**config.mk**
```make
export PLATFORM = sky130hd
export DESIGN_NAME = spi_arbiter
export DESIGN_NICKNAME = d
export VERILOG_FILES = /design/src/rtl/spi_arbiter_pkg.sv /design/src/rtl/spi_rr_pick.sv /design/src/rtl/spi_arbiter.sv
export SDC_FILE = /design/constraint.sdc
export NUM_CORES = 1
export LEC_CHECK = 0
export ABC_AREA = 1
export BUFFER_PORTS_ARGS = -buffer_cell sky130_fd_sc_hd__buf_2
export CAP_MARGIN = 25
export CELL_PAD_IN_SITES_DETAIL_PLACEMENT = 0
export CELL_PAD_IN_SITES_GLOBAL_PLACEMENT = 1
export CORE_MARGIN = 5
export CORE_UTILIZATION = 35
export CTS_BUF_LIST = sky130_fd_sc_hd__clkbuf_16
export CTS_CLUSTER_DIAMETER = 150
export CTS_CLUSTER_SIZE = 24
export DETAILED_ROUTE_END_ITERATION = 7
export GPL_ROUTABILITY_DRIVEN = 0
export PLACE_DENSITY_LB_ADDON = 0.1
export SLEW_MARGIN = 30
export SYNTH_ARGS = -nofsm -noshare
export SYNTH_HDL_FRONTEND = slang
export SYNTH_HIERARCHICAL = 1
export SYNTH_SLANG_ARGS = --single-unit
export TNS_END_PERCENT = 20
```
**constraint.sdc**
```tcl
create_clock -name CLK -period 1.5 [get_ports CLK]
set_clock_uncertainty 0.1 [all_clocks]
set_input_delay 0.225 -clock CLK [delete_from_list [all_inputs] [get_ports CLK]]
set_output_delay 0.225 -clock CLK [all_outputs]
set_load 0.02 [all_outputs]
```
**src/rtl/spi_arbiter_pkg.sv**
```systemverilog
//------------------------------------------------------------------------------
// spi_arbiter_pkg: shared FSM encoding and default timeout for spi_arbiter.
// Revision: 1.0
//------------------------------------------------------------------------------
`default_nettype none

package spi_arbiter_pkg;

    localparam logic [1:0] C_ST_IDLE  = 2'd0;
    localparam logic [1:0] C_ST_START = 2'd1;
    localparam logic [1:0] C_ST_WAIT  = 2'd2;
    localparam logic [1:0] C_ST_HOLD  = 2'd3;

    typedef enum logic [1:0] {
        ST_IDLE  = C_ST_IDLE,
        ST_START = C_ST_START,
        ST_WAIT  = C_ST_WAIT,
        ST_HOLD  = C_ST_HOLD
    } state_t;

    localparam logic [15:0] C_TIMEOUT_DEFAULT = 16'd1024;

endpackage

`default_nettype wire

```
**src/rtl/spi_rr_pick.sv**
```systemverilog
//------------------------------------------------------------------------------
// spi_rr_pick: two-requester round-robin selector; PTR names the tie winner.
// Revision: 1.0
//------------------------------------------------------------------------------
`default_nettype none

module spi_rr_pick (
    input  logic [1:0] REQ,
    input  logic       PTR,
    output logic [1:0] PICK
);

    always_comb begin
        PICK    = 2'b00;
        PICK[1] = REQ[1] & (~REQ[0] | PTR);
        PICK[0] = REQ[0] & (~REQ[1] | ~PTR);
    end

endmodule

`default_nettype wire

```
**src/rtl/spi_arbiter.sv**
```systemverilog
//------------------------------------------------------------------------------
// spi_arbiter: grants a shared SPI master to one of two burst requesters.
// Revision: 1.0
//------------------------------------------------------------------------------
`default_nettype none

module spi_arbiter
    import spi_arbiter_pkg::*;
#(
    parameter logic [15:0] TIMEOUT_CYC = C_TIMEOUT_DEFAULT
) (
    input  logic       CLK,
    input  logic       RSTn,
    input  logic [1:0] REQ,
    input  logic [1:0] LAST,
    input  logic [7:0] TXD0,
    input  logic [7:0] TXD1,
    output logic [1:0] GNT,
    output logic [1:0] BYTE_ACK,
    output logic [7:0] RXD,
    output logic       SPI_START,
    output logic [7:0] SPI_TXD,
    input  logic       SPI_DONE,
    input  logic [7:0] SPI_RXD,
    output logic       TIMEOUT_IRQ,
    output logic       BUSY
);

    state_t      state_q, state_d;
    logic [1:0]  gnt_q, gnt_d;
    logic        ptr_q, ptr_d;
    logic [1:0]  ack_q, ack_d;
    logic        start_q, start_d;
    logic [7:0]  txd_q, txd_d;
    logic [7:0]  rxd_q, rxd_d;
    logic        irq_q, irq_d;
    logic        busy_q, busy_d;
    logic [15:0] cnt_q, cnt_d;
    logic        last_q, last_d;
    logic        done_q;

    logic [1:0]  w_pick;
    logic        w_owner;
    logic        w_done_rise;

    spi_rr_pick u_pick (
        .REQ  (REQ),
        .PTR  (ptr_q),
        .PICK (w_pick)
    );

    // Owner index is implied by the one-hot grant while a burst is active.
    assign w_owner     = gnt_q[1];
    assign w_done_rise = SPI_DONE & ~done_q;

    always_comb begin
        state_d = state_q;
        gnt_d   = gnt_q;
        ptr_d   = ptr_q;
        ack_d   = 2'b00;
        start_d = 1'b0;
        txd_d   = txd_q;
        rxd_d   = rxd_q;
        irq_d   = 1'b0;
        cnt_d   = cnt_q;
        last_d  = last_q;
        case (state_q)
            ST_IDLE: begin
                if (|REQ) begin
                    gnt_d   = w_pick;
                    state_d = ST_START;
                end
            end
            ST_START: begin
                if (!REQ[w_owner]) begin
                    gnt_d   = 2'b00;
                    state_d = ST_IDLE;
                end else begin
                    start_d = 1'b1;
                    txd_d   = w_owner ? TXD1 : TXD0;
                    last_d  = LAST[w_owner];
                    cnt_d   = 16'd0;
                    state_d = ST_WAIT;
                end
            end
            ST_WAIT: begin
                // A completion in the timeout cycle still counts as a byte.
                if (w_done_rise) begin
                    rxd_d   = SPI_RXD;
                    ack_d   = gnt_q;
                    state_d = ST_HOLD;
                end else if (cnt_q == TIMEOUT_CYC - 16'd1) begin
                    irq_d   = 1'b1;
                    gnt_d   = 2'b00;
                    ptr_d   = ~w_owner;
                    state_d = ST_IDLE;
                end else begin
                    cnt_d   = cnt_q + 16'd1;
                end
            end
            ST_HOLD: begin
                if (last_q) begin
                    gnt_d   = 2'b00;
                    ptr_d   = ~w_owner;
                    state_d = ST_IDLE;
                end else begin
                    state_d = ST_START;
                end
            end
            default: begin
                gnt_d   = 2'b00;
                state_d = ST_IDLE;
            end
        endcase
        busy_d = (state_d != ST_IDLE);
    end

    always_ff @(posedge CLK or negedge RSTn) begin
        if (!RSTn) begin
            state_q <= ST_IDLE;
            gnt_q   <= 2'b00;
            ptr_q   <= 1'b0;
            ack_q   <= 2'b00;
            start_q <= 1'b0;
            txd_q   <= 8'h00;
            rxd_q   <= 8'h00;
            irq_q   <= 1'b0;
            busy_q  <= 1'b0;
            cnt_q   <= 16'd0;
            last_q  <= 1'b0;
            done_q  <= 1'b0;
        end else begin
            state_q <= state_d;
            gnt_q   <= gnt_d;
            ptr_q   <= ptr_d;
            ack_q   <= ack_d;
            start_q <= start_d;
            txd_q   <= txd_d;
            rxd_q   <= rxd_d;
            irq_q   <= irq_d;
            busy_q  <= busy_d;
            cnt_q   <= cnt_d;
            last_q  <= last_d;
            done_q  <= SPI_DONE;
        end
    end

    assign GNT         = gnt_q;
    assign BYTE_ACK    = ack_q;
    assign RXD         = rxd_q;
    assign SPI_START   = start_q;
    assign SPI_TXD     = txd_q;
    assign TIMEOUT_IRQ = irq_q;
    assign BUSY        = busy_q;

endmodule

`default_nettype wire

```
; ---- Word-level counts from Yosys, hierarchy flattened
; Cells that the tools add are included.
[word_totals]
ram_bits = 0
mem_count = 0
latchBits = 0
wordCells = 77
rom_bits = 0
ff_bits = 44
[op_classes]
n_lt_le_gt_ge = 1
eq_ne = 11
multipliers = 0
n_bitwise = 10
n_shift = 0
n_mux = 32
div_mod_pow = 0
add_sub_neg = 1
reduce_logical = 10
[ops]
columns = op, count
row1 = two-way mux 16 bit, 3
row2 = one-hot mux 16 bit (2 select lines), 1
row3 = two-way mux 2 bit, 11
row4 = "adder 16 x 1 -> 16 bit, second input constant", 1
row5 = "equality test 16 x 10 -> 1 bit, second input constant", 1
row6 = one-hot mux 2 bit (4 select lines), 2
row7 = "!= test 2 bit, second input constant", 7
row8 = two-way mux 1 bit, 13
row9 = two-way mux 8 bit, 1
row10 = AND reduction 4 bit, 2
row11 = nonzero test 2 bit, 3
row12 = NOT 1 bit, 5
row13 = AND reduction 5 bit, 1
row14 = "equality test 2 bit, second input constant", 2
row15 = AND reduction 2 bit, 2
row16 = AND 1 bit, 3
row17 = "equality test 2 x 1 -> 1 bit, second input constant", 1
row18 = logical NOT 2 bit, 1
row19 = "< comparator 1 x 2 -> 1 bit, second input constant", 1
row20 = bitwise OR 1 bit, 2
row21 = one-hot mux 1 bit (2 select lines), 1
row22 = OR reduction 2 bit, 1

; ---- Longest topological paths before layout
[logic_depth]
word_depth = 5
mapped_depth = 9

; ---- Cells and area by module
; The synthesis kept the hierarchy.
[modules_own_cells]
columns = module, n_inst, area_each_um2, cells_each, seq_area_each_um2
row1 = spi_arbiter, 1, 2292.2, 292, 1101.1
row2 = spi_rr_pick, 1, 27.5, 4, 0.0

; ---- Least setup slack after synthesis
; No wires, ideal clock.
[synth_timing]
path_kind = register to register
start = register cnt_q[0]
end = register cnt_q[5]
path_buffers = 1
period_less_slack_ns = 1.527
slack_ns = -0.027
arrival_time_ns = 1.353
path_stages_with_launch = 9
path_cell_list = dfrtp_1 > ha_1 > nand3_2 > nor2_4 > nand3_1 > nand3_4 > buf_6 > nand2_1 > o21ai_2
[synth_via]
elab_chain_len = 4
[synth_lines]
columns = item, line_no
row1 = start: declaration, spi_arbiter.sv:38  ; logic [15:0] cnt_q, cnt_d;
row2 = start signal: assignment, spi_arbiter.sv:142  ; cnt_q <= cnt_d;
row3 = adder 16 x 1 -> 16 bit, spi_arbiter.sv:98  ; cnt_d = cnt_q + 16'd1;
row4 = two-way mux 16 bit, spi_arbiter.sv:92  ; end else if (cnt_q == TIMEOUT_CYC - 16'd1) begin
row5 = two-way mux 16 bit, spi_arbiter.sv:88  ; if (w_done_rise) begin
row6 = one-hot mux 16 bit (2 select lines), spi_arbiter.sv:67  ; case (state_q)
; Several ways; a longest one is shown, not always the timed one. The select of a mux whose other input is x is not followed.
; A chain may end at the register's enable or synchronous reset.

; ---- Worst setup path in the final report
[layout_timing]
start = register cnt_q[1]
end = register cnt_q[4]
; Same word-level chain as after synthesis.

==> results.md <==
Timing:
- The final worst-path cycle share is 0.986.
- The final worst-path setup slack is around 0.021 ns.
- The accumulated negative setup slack is 0 ns.
- The final number of max-transition violations is 0.
- The shortest clock period the worst path allows after layout is between 1 and 1.5 ns.
- The final setup violation count is 0.
- The number of endpoints with negative hold slack in the final report was 0.
- The tightest slew margin relative to the limit is 0.778.
- The transition time of the tightest slew-check pin is 0.332 ns.
- The timing-limited maximum frequency is just under 700 MHz.
- Setup repair after global routing could not meet its margin everywhere.

Power and ir drop:
- The share of power burned in combinational logic is 0.447.
- The largest vdd supply drop is between 0.9 and 1 mV.
- In this run the power density over the cells is between 1500 and 2000 nW/um^2.
- Of the total power, the share spent switching nets is 0.391.
- Of the total power, the clock network draws 0.228.
- In this run the power spent charging and discharging nets is around 2.1 mW.
- The reported leakage power is ~1.7 nW.
- The internal power contribution is 3.28 mW.
- The sequential fraction of design power is 0.325.

Synth:
- The count of different cell masters after synthesis is 29.
- In this run, synthesis inferred 0 flip-flops with an integrated enable.
- Averaged over all synthesized cells, the footprint is 7.84 um^2.
- The cell area after synthesis is between 2000 and 2500 um^2.
- The post-synthesis register bit count is 44.
- The total nets after synthesis is between 300 and 400.
- The most frequently used flop master after synthesis is dfrtp_1.
- The async set or reset register ratio after synthesis is 1.00.
- Of the synthesized area, sequential elements account for 0.475.
- After technology mapping, the gate count stands at 296.
- The count of synthesis-stage warnings from yosys is 6.

Detailed routing:
- The number of DRC markers after the initial detailed-route iteration is between 80 and 90.
- Once detail routing completed, the nets flagged for antenna violations numbered 0.
- The detailed-route wire length is 5920 um.
- In the routed design, unresolved DRC markers number 0.
- The routed layout has 2157 vias.
- The detailed-routing iteration count for the pre-antenna-repair pass is 4.
- The wire length per cell after detailed routing is between 10 and 15 um.
- The mean number of vias per cell is roughly 4.5.

Global routing:
- The wire length of the first global-routing pass is 10100 um.
- The number of antenna violations at the first check in global routing was 0.
- The total congestion overflow after global routing is 0.
- In the global route stage, overall resource usage came out at 0.150.
- Entering global routing, the biggest net connects 45 pins.
- The via count of the first global-routing pass was roughly 2200.

Outcome:
- The run finished with clean final reports.

Clock tree:
- The CTS tree is built.
- The level count of the clock H-tree is 2.
- After clock tree synthesis, the clock-pin slew on the worst setup and hold paths is approximately 0.070 ns.
- The clock latency of the later-clocked register in the worst-skew pair is just under 0.3 ns.
- The maximum buffer depth of the clock tree is 2.
- CTS placed an instance of clkbuf_16 at the clock tree root.
- The clock drives 44 sinks.
- The total clock buffers created by CTS is 5.

Finish:
- The combined flip-flop and latch cell area is ~1100 um^2.
- Excluding fillers, the count of instances in the completed layout stands at 479.
- In the final layout, the multi-input gates occupy between 1000 and 1500 um^2.
- Relative to the synthesized area, the layout overhead comes to 42.7%.
- The number of fill cells is between 600 and 700.
- The fraction of layout cells with a size suffix above 1 is 0.383.
- The post-route core utilization is 0.518.
- The total number of nets in the final design is approximately 430.
- The repair_antennas step left the layout with diodes totalling 0.

Worst setup path:
- For this run, the slowest stage of the critical path takes between 0.3 and 0.4 ns.
- On the critical path, the stage with the largest delay is an instance of dfrtp_1.
- Of all nets on the critical path, the largest fanout is 4.
- The data required time of the worst path is 1.58 ns.
- Together, buffers and inverters on the worst path number 1.
- The first element of the critical path is cnt_q[1]$_DFFE_PN0P_.
- The worst reg2reg path startpoint is cnt_q[1]$_DFFE_PN0P_.
- The family with the most delay on the worst path is simple AND/OR/NAND/NOR gates.
- At the worst endpoint, the arrival time is between 1.5 and 2 ns.
- The worst setup path is of the register to register kind.
- Traced cell by cell, the critical path runs through ha_2 -> buf_4 -> nand2_1 -> nor2_2 -> or2_2 -> nand3_1 -> o21ai_2.
- The category of the worst setup path launch point is a register.
- STA classifies the critical path endpoint as a register.

Placed design:
- Summed over all nets, the half-perimeter wirelength after detailed placement is 4220 um.
- The cell total after placement is ~460.
- The post-place setup slack is -0.0435 ns.
- The total of buffers placed on input and output ports is 53.

Die:
- After floorplanning, the core was sized to cover between 6000 and 7000 um^2.
- The initial cell density of the core is 0.363.
- Pin placement for this block handled 54 I/O pins.
- The number of placement rows is 29.
- The die height is a little over 90 um.
- From left edge to right edge, the die measures slightly above 90 um.
- The die area is approximately 8400 um^2.

Worst hold path:
- The launch point of the worst hold path is SPI_RXD[3].
- The tightest min-delay check is of the input port to register type.

Job:
- Max-cap violations in this run came to 0.
[final timing paths]
kind / depth (start not counted) / slack [ns] / endpoint
max in group asynchronous: 3 / 0.71 / cnt_q[3]$_DFFE_PN0P_
min in group asynchronous: 3 / 0.35 / cnt_q[12]$_DFFE_PN0P_
hold / removal: 3 / 0.03 / RXD[3]$_DFFE_PN0P_
setup / recovery: 7 / 0.02 / cnt_q[4]$_DFFE_PN0P_
hold reg to reg: 2 / 0.37 / RXD[4]$_DFFE_PN0P_
setup reg to reg: 7 / 0.02 / cnt_q[4]$_DFFE_PN0P_
[timing repair]
action | in CTS | in global routing
setup buffers | 0 | 4
hold buffers | 2 | 0
setup endpoints to repair | 25 | 29
cloned | 0 | 1
pin swaps | 1 | 2
hold endpoints to repair | 45 | 0
resized for setup | 5 | 22
[power groups by stage]
stage | Sequential (mW) | Combinational [mW] | Clock, mW
6_report | 1.75 | 2.41 | 1.23
2_1_floorplan | 2.10 | 1.06 | 0
5_1_grt | 1.80 | 2.68 | 1.31
4_1_cts | 1.75 | 2.22 | 1.26
3_5_place_dp | 1.75 | 2.22 | 0
3_3_place_gp | 1.76 | 2.21 | 0
[flip-flops by register name, indices dropped and copies added (netlist names)]
| signal | count |
|---|---|
| cnt_q | 16 |
| RXD | 8 |
| last_q | 1 |
| TIMEOUT_IRQ | 1 |
| BUSY | 1 |
| BYTE_ACK | 2 |
| state_q | 2 |
| GNT | 2 |
| SPI_START | 1 |
| SPI_TXD | 8 |
| done_q | 1 |
| ptr_q | 1 |
[cell usage in the layout (no fill, tap or decap), types with 3 or more instances in the layout]
master / n
nand3_1: 19
inv_2: 3
inv_1: 19
nor2_2: 4
buf_2: 53
buf_4: 45
nand3_2: 3
xor2_1: 3
o21ai_2: 11
nand2_1: 109
nand2_2: 5
a31oi_1: 9
clkbuf_16: 6
dfrtp_1: 42
nor2_4: 4
o21ai_1: 3
nor2_1: 28
nand4_1: 6
[stage by stage]
stage	area [um^2]	power (mW)	hold WS, ns
4_1_cts	3200	5.24	0.0261
6_report	3310	5.39	0.0313
2_1_floorplan	2320	3.16	-0.171
3_3_place_gp	3000	3.97	0.127
3_5_place_dp	3000	3.97	0.130
5_1_grt	3310	5.79	0.0272
[layer usage]
metal / share of wire / up-vias / track usage
met2: 0.42 / 48 / 0.217
met5: 0 / - / 0
met1: 0.50 / 947 / 0.206
li1: - / 1153 / -
met4: 0.018 / 0 / 0.0562
met3: 0.060 / 9 / 0.0504
[logic make-up (layout without fill, tap and decap cells)]
logic type	count (synthesis)	count (layout)	synth area share
simple gates	189	189	0.359
flops	44	44	0.475
buf+inv	31	137	0.0615
compound gates	27	27	0.0847
xor+xnor	4	4	0.0151
fa+ha+maj	1	1	0.00539
[layout make-up]
class,instances,area share
clock buffers,5,0.0378
clock inverters,3,0.0113
inverters,24,0.0302
multi-input cells,221,0.344
flip-flops and latches,44,0.333
well taps,77,0.0291
repair buffers,105,0.215
[tightest hold or removal path, cell delays in order]
cell     delay (ns)
buf_2          0.07
nand2_1        0.04
nand2_1        0.05
[synthesized netlist by cell type, types with 2 or more instances]
cell	instances	share of area
nand4_1	6	0.016
o21ai_2	10	0.038
xor2_1	3	0.011
or2_2	3	0.0081
buf_2	2	0.0043
clkbuf_1	3	0.0049
a31oi_1	9	0.024
nor2_4	4	0.019
dfrtp_1	44	0.47
o21ai_0	5	0.011
nand2_2	2	0.0054
nor3_1	2	0.0043
nand2_1	113	0.18
inv_1	20	0.032
nor2_1	32	0.052
inv_2	3	0.0049
nand3b_1	2	0.0065
nand3_1	22	0.047
No activity file was read; power rests on OpenSTA's default activity.
